File: config.mk
export PLATFORM = sky130hd
export DESIGN_NAME = vdff_delay_sched_flat
export DESIGN_NICKNAME = d
export VERILOG_FILES = /design/src/rtl/vdff_delay_sched_if.sv /design/src/rtl/vdff_delay_sched.sv /design/src/flat_wrapper.sv
export SDC_FILE = /design/constraint.sdc
export NUM_CORES = 1
export LEC_CHECK = 0
export CAP_MARGIN = 20
export CORE_MARGIN = 1
export CORE_UTILIZATION = 48
export CTS_CLUSTER_SIZE = 8
export DETAILED_ROUTE_END_ITERATION = 16
export GPL_TIMING_DRIVEN = 0
export PLACE_DENSITY = 0.78
export SYNTH_ARGS = -nofsm -noshare
export SYNTH_HDL_FRONTEND = slang
export SYNTH_SLANG_ARGS = --single-unit
File: constraint.sdc
create_clock -name clk -period 1.77 [get_ports clk]
set_input_delay 0.531 -clock clk [delete_from_list [all_inputs] [get_ports clk]]
set_output_delay 0.531 -clock clk [all_outputs]
set_load 0.01 [all_outputs]
File: src/rtl/vdff_delay_sched_if.sv
// Request/commit bus of vdff_delay_sched: requester handshake plus committed output.
// master = requester/consumer side, slave = scheduler.
interface vdff_delay_sched_if #(
   parameter int unsigned NREQ = 2,
   parameter int unsigned SIZE = 10
) ();
   localparam int unsigned IDX_W = (NREQ > 1) ? $clog2(NREQ) : 1;

   logic [NREQ-1:0]      req_valid;
   logic [NREQ*SIZE-1:0] req_data;
   logic [NREQ-1:0]      req_ready;
   logic [SIZE-1:0]      out_data;
   logic                 out_valid;
   logic [IDX_W-1:0]     out_src;
   logic                 busy;

   modport master (
      output req_valid, req_data,
      input  req_ready, out_data, out_valid, out_src, busy
   );

   modport slave (
      input  req_valid, req_data,
      output req_ready, out_data, out_valid, out_src, busy
   );
endinterface

File: src/rtl/vdff_delay_sched.sv
// Shares one delayed output register among NREQ requesters, each with a programmable delay.
// Optional macro VDFF_SCHED_FIXED_PRI_EN: fixed lowest-index priority instead of round-robin.
module vdff_delay_sched #(
   parameter int unsigned NREQ      = 2,
   parameter int unsigned SIZE      = 10,
   parameter int unsigned DLY_W     = 5,
   parameter int unsigned DEF_DELAY = 1,
   localparam int unsigned IDX_W    = (NREQ > 1) ? $clog2(NREQ) : 1
) (
   input  logic              clk,
   input  logic              rst_n,
   input  logic              cfg_we,
   input  logic [IDX_W-1:0]  cfg_idx,
   input  logic [DLY_W-1:0]  cfg_delay,
   vdff_delay_sched_if.slave bus
);

   typedef enum logic [0:0] {StIdle, StWait} state_e;

   state_e             state_q, state_d;
   logic [DLY_W-1:0]   cnt_q, cnt_d;
   logic [SIZE-1:0]    data_q, data_d;
   logic [IDX_W-1:0]   src_q, src_d;
   logic [SIZE-1:0]    out_data_q, out_data_d;
   logic [IDX_W-1:0]   out_src_q, out_src_d;
   logic               out_valid_q, out_valid_d;
   logic               busy_q, busy_d;
   logic [DLY_W-1:0]   dly_q [NREQ];
   logic [DLY_W-1:0]   dly_d [NREQ];
`ifndef VDFF_SCHED_FIXED_PRI_EN
   logic [IDX_W-1:0]   ptr_q, ptr_d;
`endif

   logic [NREQ-1:0]    grant;
   logic [IDX_W-1:0]   grant_idx;
   logic [IDX_W-1:0]   cand_idx;
   logic               found;
   int unsigned        cand;
   logic [DLY_W-1:0]   sel_dly;
   logic [DLY_W-1:0]   eff_dly;

   // Scan requesters starting from the priority origin; first valid one wins.
   always_comb begin
      grant     = '0;
      grant_idx = '0;
      cand_idx  = '0;
      found     = 1'b0;
      cand      = 0;
      if (state_q == StIdle) begin
         for (int unsigned k = 0; k < NREQ; k++) begin
`ifdef VDFF_SCHED_FIXED_PRI_EN
            cand = k;
`else
            cand = 32'(ptr_q) + k;
            if (cand >= NREQ) cand = cand - NREQ;
`endif
            cand_idx = IDX_W'(cand);
            if (!found && bus.req_valid[cand_idx]) begin
               found     = 1'b1;
               grant_idx = cand_idx;
            end
         end
         if (found) grant[grant_idx] = 1'b1;
      end
   end

   // A stored delay of zero still costs one cycle so the counter never underflows.
   assign sel_dly = dly_q[grant_idx];
   assign eff_dly = (sel_dly == '0) ? DLY_W'(1) : sel_dly;

   always_comb begin
      state_d     = state_q;
      cnt_d       = cnt_q;
      data_d      = data_q;
      src_d       = src_q;
      out_data_d  = out_data_q;
      out_src_d   = out_src_q;
      out_valid_d = 1'b0;
      busy_d      = busy_q;
      dly_d       = dly_q;
`ifndef VDFF_SCHED_FIXED_PRI_EN
      ptr_d       = ptr_q;
`endif
      case (state_q)
         StIdle: begin
            if (found) begin
               state_d = StWait;
               cnt_d   = eff_dly;
               data_d  = bus.req_data[32'(grant_idx)*SIZE +: SIZE];
               src_d   = grant_idx;
               busy_d  = 1'b1;
`ifndef VDFF_SCHED_FIXED_PRI_EN
               ptr_d   = (32'(grant_idx) == NREQ - 1) ? '0 : grant_idx + IDX_W'(1);
`endif
            end
         end
         StWait: begin
            if (cnt_q == DLY_W'(1)) begin
               state_d     = StIdle;
               out_data_d  = data_q;
               out_src_d   = src_q;
               out_valid_d = 1'b1;
               busy_d      = 1'b0;
            end else begin
               cnt_d = cnt_q - DLY_W'(1);
            end
         end
         default: state_d = StIdle;
      endcase
      // Counter was loaded from dly_q above, so a same-edge write only affects later accepts.
      if (cfg_we && (32'(cfg_idx) < NREQ)) dly_d[cfg_idx] = cfg_delay;
   end

   always_ff @(posedge clk or negedge rst_n) begin
      if (!rst_n) begin
         state_q     <= StIdle;
         cnt_q       <= '0;
         data_q      <= '0;
         src_q       <= '0;
         out_data_q  <= '0;
         out_src_q   <= '0;
         out_valid_q <= 1'b0;
         busy_q      <= 1'b0;
         for (int i = 0; i < NREQ; i++) dly_q[i] <= DLY_W'(DEF_DELAY);
`ifndef VDFF_SCHED_FIXED_PRI_EN
         ptr_q       <= '0;
`endif
      end else begin
         state_q     <= state_d;
         cnt_q       <= cnt_d;
         data_q      <= data_d;
         src_q       <= src_d;
         out_data_q  <= out_data_d;
         out_src_q   <= out_src_d;
         out_valid_q <= out_valid_d;
         busy_q      <= busy_d;
         dly_q       <= dly_d;
`ifndef VDFF_SCHED_FIXED_PRI_EN
         ptr_q       <= ptr_d;
`endif
      end
   end

   assign bus.req_ready = grant;
   assign bus.out_data  = out_data_q;
   assign bus.out_valid = out_valid_q;
   assign bus.out_src   = out_src_q;
   assign bus.busy      = busy_q;

endmodule

File: src/flat_wrapper.sv
// flat-port wrapper written by rule: the top's interface ports become plain ports
module vdff_delay_sched_flat 
#(
   parameter int unsigned NREQ      = 2,
   parameter int unsigned SIZE      = 10,
   parameter int unsigned DLY_W     = 5,
   parameter int unsigned DEF_DELAY = 1,
   localparam int unsigned IDX_W    = (NREQ > 1) ? $clog2(NREQ) : 1
)
  (clk, rst_n, cfg_we, cfg_idx, cfg_delay, bus_req_valid, bus_req_data, bus_req_ready, bus_out_data, bus_out_valid, bus_out_src, bus_busy);
  vdff_delay_sched_if #(.NREQ(NREQ), .SIZE(SIZE)) bus_i ();
  input  logic clk;
  input  logic rst_n;
  input  logic cfg_we;
  input  logic [IDX_W-1:0] cfg_idx;
  input  logic [DLY_W-1:0] cfg_delay;
  input wire logic [$bits(bus_i.req_valid)-1:0] bus_req_valid;
  input wire logic [$bits(bus_i.req_data)-1:0] bus_req_data;
  output wire logic [$bits(bus_i.req_ready)-1:0] bus_req_ready;
  output wire logic [$bits(bus_i.out_data)-1:0] bus_out_data;
  output wire logic [$bits(bus_i.out_valid)-1:0] bus_out_valid;
  output wire logic [$bits(bus_i.out_src)-1:0] bus_out_src;
  output wire logic [$bits(bus_i.busy)-1:0] bus_busy;
  assign bus_i.req_valid = bus_req_valid;
  assign bus_i.req_data = bus_req_data;
  assign bus_req_ready = bus_i.req_ready;
  assign bus_out_data = bus_i.out_data;
  assign bus_out_valid = bus_i.out_valid;
  assign bus_out_src = bus_i.out_src;
  assign bus_busy = bus_i.busy;
  vdff_delay_sched #(.NREQ(NREQ), .SIZE(SIZE), .DLY_W(DLY_W), .DEF_DELAY(DEF_DELAY)) u_core (.clk(clk), .rst_n(rst_n), .cfg_we(cfg_we), .cfg_idx(cfg_idx), .cfg_delay(cfg_delay), .bus(bus_i));
endmodule
---- Yosys cells after proc, flatten, opt, wreduce, memory -nomap -nowiden ----
Index checks and enable logic that the tools add are counted.
word-level totals
  flip-flop bits (word level) ............. 41
  input bits .............................. 31
  output and inout bits ................... 15
  word-level logic and storage cells ...... 83
cells by class
  add/subtract/negate cells ............... 5
  multiply operators ...................... 1
  $lt $le $gt $ge ......................... 9
  equality and inequality tests ........... 4
  shifts and indexed selects .............. 1
  mux-type cells .......................... 40
  bitwise logic cells ..................... 3
  reductions and logical operators ........ 9
operators by type and width
  operator                                                    number
  2-to-1 mux 5 bit                                            7
  2-to-1 mux 1 bit                                            25
  variable part select 20 x 6 -> 10 bit                       1
  bitwise mux 10 bit                                          1
  one-hot mux 5 bit (2 select lines)                          1
  AND reduction 2 bit                                         4
  >= comparator 2 bit, second input constant                  3
  less-than comparator 1 x 2 -> 1 bit, second input constant  3
  demux 5 bit (select 1 bit)                                  1
  equality test 5 x 1 -> 1 bit, second input constant         1
  logical NOT 5 bit                                           1
  subtractor 5 x 1 -> 5 bit, second input constant            1
  multiplier 1 x 3 -> 4 bit, second input constant            1
  2-to-1 mux 2 bit                                            2
  inequality test 2 bit, second input constant                2
  inverter 1 -> 2 bit                                         2
  one-hot mux 1 bit (2 select lines)                          2
  logical AND 1 bit                                           3
  adder 1 x 1 -> 2 bit, second input constant                 1
  >= comparator 1 x 2 -> 1 bit, second input constant         1
  less-than comparator 2 x 1 -> 1 bit, second input constant  1
  inequality test 2 x 1 -> 1 bit, second input constant       1
  subtractor 1 bit, second input constant                     2
  adder 1 bit, second input constant                          1
  other kinds (4)                                             4

---- Depth between registers and ports, before layout ----
  word-level depth ........................ 20
  mapped depth ............................ 9
  gate-level depth less buffers ........... 7

---- Worst setup path after synthesis ----
No wires, ideal clock.
  kind .................................... input-to-output
  start point ............................. input bus_req_valid[0]
  end point ............................... output bus_req_ready[1]
  arrival ................................. 1147 ps
  required time ........................... 1239 ps
  slack ................................... 92 ps
  cell stages on the path ................. 4
  buffers on the path ..................... 2
  path through ............................ nand2b_1 and3b_1 clkbuf_1 buf_2
on the way
  cells in the longest elaborated chain, start to end .. 14
  elaborated cells on any way between the ends .. 20
RTL lines
  what                                                                                              line                    text
  start, declared                                                                                   flat_wrapper.sv:17      input wire logic [$bits(bus_i.req_valid)-1:0] bus_req_valid;
  2-to-1 mux 1 bit (implied by the code) (2 in series)                                              vdff_delay_sched.sv:58  if (!found && bus.req_valid[cand_idx]) begin
  2-to-1 mux 1 bit                                                                                  vdff_delay_sched.sv:58
  2-to-1 mux 1 bit                                                                                  vdff_delay_sched.sv:49  if (state_q == StIdle) begin
  logical NOT 1 bit                                                                                 vdff_delay_sched.sv:58
  logical AND 1 bit                                                                                 vdff_delay_sched.sv:58
  2-to-1 mux 1 bit                                                                                  vdff_delay_sched.sv:58
  2-to-1 mux 1 bit                                                                                  vdff_delay_sched.sv:49
  less-than comparator 1 x 2 -> 1 bit (implied by the code) or >= comparator 1 bit (tied branches)  vdff_delay_sched.sv:63  if (found) grant[grant_idx] = 1'b1;
  logical AND 1 bit (implied by the code)                                                           vdff_delay_sched.sv:63
  2-to-1 mux 1 bit (implied by the code)                                                            vdff_delay_sched.sv:63
  demux 1 bit (select 1 bit)                                                                        n/a
  2-to-1 mux 2 bit *                                                                                vdff_delay_sched.sv:63
  2-to-1 mux 2 bit *                                                                                vdff_delay_sched.sv:49
  end, declared                                                                                     flat_wrapper.sv:19      output wire logic [$bits(bus_i.req_ready)-1:0] bus_req_ready;
Mark *: on every way between the ends. The rest lies on a longest branch, timed or not. The select of a mux whose other input is x is not followed.

---- Worst setup path after layout ----
  start point ............................. register u_core.ptr_q
  end point ............................... output bus_req_ready[0]
on the way
  cells in the longest elaborated chain, start to end .. 17
  elaborated cells on any way between the ends .. 29
RTL lines
  what                                                                                              line                     text
  start, declared                                                                                   vdff_delay_sched.sv:31   logic [IDX_W-1:0] ptr_q, ptr_d;
  start signal, assigned                                                                            vdff_delay_sched.sv:139  ptr_q <= ptr_d;
  >= comparator 1 x 2 -> 1 bit or subtractor 1 bit (tied branches)                                  vdff_delay_sched.sv:55   if (cand >= NREQ) cand = cand - NREQ;
  2-to-1 mux 1 bit                                                                                  vdff_delay_sched.sv:55
  2-to-1 mux 1 bit                                                                                  vdff_delay_sched.sv:49
  2-to-1 mux 1 bit (implied by the code) (2 in series)                                              vdff_delay_sched.sv:58
  2-to-1 mux 1 bit                                                                                  vdff_delay_sched.sv:58
  2-to-1 mux 1 bit                                                                                  vdff_delay_sched.sv:49
  logical NOT 1 bit                                                                                 vdff_delay_sched.sv:58
  logical AND 1 bit                                                                                 vdff_delay_sched.sv:58
  2-to-1 mux 1 bit                                                                                  vdff_delay_sched.sv:58
  2-to-1 mux 1 bit                                                                                  vdff_delay_sched.sv:49
  less-than comparator 1 x 2 -> 1 bit (implied by the code) or >= comparator 1 bit (tied branches)  vdff_delay_sched.sv:63
  logical AND 1 bit (implied by the code)                                                           vdff_delay_sched.sv:63
  2-to-1 mux 1 bit (implied by the code)                                                            vdff_delay_sched.sv:63
  demux 1 bit (select 1 bit)                                                                        n/a
  2-to-1 mux 2 bit *                                                                                vdff_delay_sched.sv:63
  2-to-1 mux 2 bit *                                                                                vdff_delay_sched.sv:49
Marked as above.

==> results.py <==
metrics = {
    "finish": {
        "stdcell_area_um2": 2500,
        "layout.nets": 261,
        "area_growth_pct": 37.8,
        "multiInputGateArea_um2": 707,
        "final_util": 0.720,
        "regArea_um2": 1030,
        "nFillCells": 269,
        "drive_above_1_share": 0.215,
        "instances_no_fill": 274,
        "antenna_cells": 0,
    },
    "synthesis": {
        "ys_ff_latch": 41,
        "yosysTopAreaCellShare": 0.538,
        "yosys-top-cells-area": "dfrtp_1, nand2_1, mux2_2, a222oi_1, dfstp_2",
        "ys_warn_count": 0,
        "synth_edf_count": 0,
        "yosys.area.top_type": "dfrtp_1",
        "ys_top_cells_by_count": "nand2_1, dfrtp_1, inv_1",
        "synth_area_per_cell_um2": 10.8,
        "synth.distinct_cells": 38,
        "syn_nets": 201,
        "synth_seq_area_share": 0.567,
        "syn-cell-area_um2": 1810,
        "syn_inst": 168,
        "synth_top_flop_cell": "dfrtp_1",
        "synth.most_common_cell": "nand2_1",
        "async_flop_share": 1.00,
    },
    "pwr": {
        "ir_worst_vdd_mv": 0.819,
        "p_per_area_nw_per_um2": 1410,
        "leakagePower_nw": 1.23,
        "power_mw": 3.52,
    },
    "timing": {
        "finalHoldViolCount": 0,
        "fin_ws_ns": -0.0429,
        "period_share": 1.02,
        "rsz0062_at_grt": "true",
        "tightest_slew_ns": 0.878,
        "whs_ns": 0.353,
        "finalSetupViolations": 1,
        "maxSlewHeadroom": 0.414,
        "maxSlewViolCount": 0,
        "fin_skew_ns": 0.00465,
        "clock.fmax_ghz": 0.552,
        "post-route-min-period_ns": 1.81,
    },
    "floorplanning": {
        "ios": 46,
        "die_w_um": 63.5,
        "initial_core_util": 0.523,
        "die_h_um": 63.5,
        "design.core.area_um2": 3470,
        "num_rows": 21,
        "dieArea_um2": 4030,
    },
    "global_route": {
        "grt_pass1_wl_um": 7000,
        "overflow": 0,
        "antenna_found_initial": 0,
        "grt_max_degree": 42,
        "grt_pass1_vias": 1455,
        "track_usage": 0.231,
    },
    "cts": {
        "htree_levels": 2,
        "clk_path_buf_depth": 2,
        "clk_pin_slew_ns": 0.07,
        "tritoncts": "yes",
        "cts_buffers": 5,
        "cts_root_buf": "clkbuf_8",
        "cts.sinks": 41,
        "ctsHoldBuffers": 0,
        "clock_latency_ns": 0.29,
    },
    "detailed_routing": {
        "ant_nets": 0,
        "drt-wirelength-per-cell_um": 14.8,
        "drc": 0,
        "drt-vias-per-instance": 5.30,
        "drt_iter0_drc": 139,
        "vias": 1452,
        "first_pass_iters": 4,
        "routed_wl_um": 4050,
    },
    "setup_path": {
        "cp-start-kind": "register",
        "cp-startpoint": "u_core.ptr_q",
        "reg2reg_slack_ns": 0.10,
        "setup.worst_path.end_class": "output port",
        "critical_path_class": "register to output port",
        "critPathRequiredTime_ns": 1.24,
        "reg2reg_from": "u_core.state_q",
        "cp.arrival_ns": 1.28,
        "ff2ff_path_depth": 6,
        "rr_endpoint": "u_core.cnt_q[3]",
        "cp_max_fo": 3,
    },
    "place": {
        "placed_area_um2": 2320,
        "place_congestion": 0.739,
        "dp_hpwl_um": 2850,
        "placedCellCount": 259,
        "io_buffers": 45,
    },
    "run_status": {
        "violations": "setup timing",
        "status": "complete, but fails checks",
    },
    "hold_path": {
        "worstHoldPathType": "primary input to asynchronous set/reset pin",
    },
    "flow_run": {
        "drv_cap": 0,
    },
}
==> cell families after synthesis <==
| kind of cell | share of synthesized area |
|---|---|
| simple gates | 0.148 |
| xor+xnor | 0.00483 |
| buf+inv | 0.0635 |
| compound gates | 0.124 |
| fa+ha+maj | 0.0138 |
| mux | 0.0787 |
| flops | 0.567 |
==> worst max path at each step <==
stage                             to  slack, ns  cells past startpoint
CTS                 bus_req_ready[1]      -0.06                      4
global placement    bus_req_ready[0]      -1.13                      5
floorplan           bus_req_ready[1]       0.09                      4
finish              bus_req_ready[0]      -0.04                      3
global route        bus_req_ready[0]      -0.12                      3
detailed placement  bus_req_ready[0]      -1.15                      5
==> stage by stage <==
stage               setup TNS [ns]  setup slack (ns)
floorplan                        0            0.0924
global placement            -37.65             -1.13
detailed placement           -8.61             -1.15
CTS                         -0.124           -0.0580
global route                -0.161            -0.124
finish                     -0.0429           -0.0429
==> layer usage <==
metal  track usage  routed length, µm  up-vias
li1              -                  -      701
met5             0                  0        -
met4        0.0767                 56        0
met2         0.388               2070       37
met1         0.289               1750      707
met3        0.0562                166        7
==> placed cells by master, fill, tap and decap left out, drive strengths merged, types with 3 or more instances in the layout <==
cell and instances:
clkbuf 6, o21ai 4, a211oi 3, nand2 43, a222oi 10, buf 21
nor2 3, a21oi 3, mux2 10, inv 14, dfrtp 39, clkdlybuf4s50 39
mux2i 3
==> area by class of cell <==
type                            count  share of cell area
Sequential cell                    41               0.412
Multi-Input combinational cell    105               0.283
Timing Repair Buffer               55               0.206
Clock buffer                        6              0.0290
Tap cell                           46              0.0230
Inverter                           14              0.0220
Buffer                              6              0.0215
Clock inverter                      1             0.00351
==> registers in the layout (all words and copies together), names as in the netlist, 5 cells and up <==
register and count:
u_core.bus.out_data 10, u_core.cnt_q 5, u_core.data_q 10, u_core.dly_q 10
==> worst max-delay path: stages (launching register included) <==
cell      delay (ns)
dfrtp_1         0.42
a211oi_2        0.30
buf_4           0.18
buf_6           0.10
==> report_power, final <==
part           internal (mW)  total (mW)  switching (mW)
combinational          0.771        1.40           0.628
sequential              1.31        1.54           0.235
clock                  0.273       0.577           0.304
total                   2.35        3.52            1.17
==> what timing repair did <==
| action | 4_1_cts | 5_1_grt |
|---|---|---|
| gates resized for setup | 24 | 5 |
| setup endpoints to repair | 15 | 16 |
| pin swaps | 2 | 1 |
| buffers inserted | 7 | 3 |
Power figures use the tool's default switching activity.
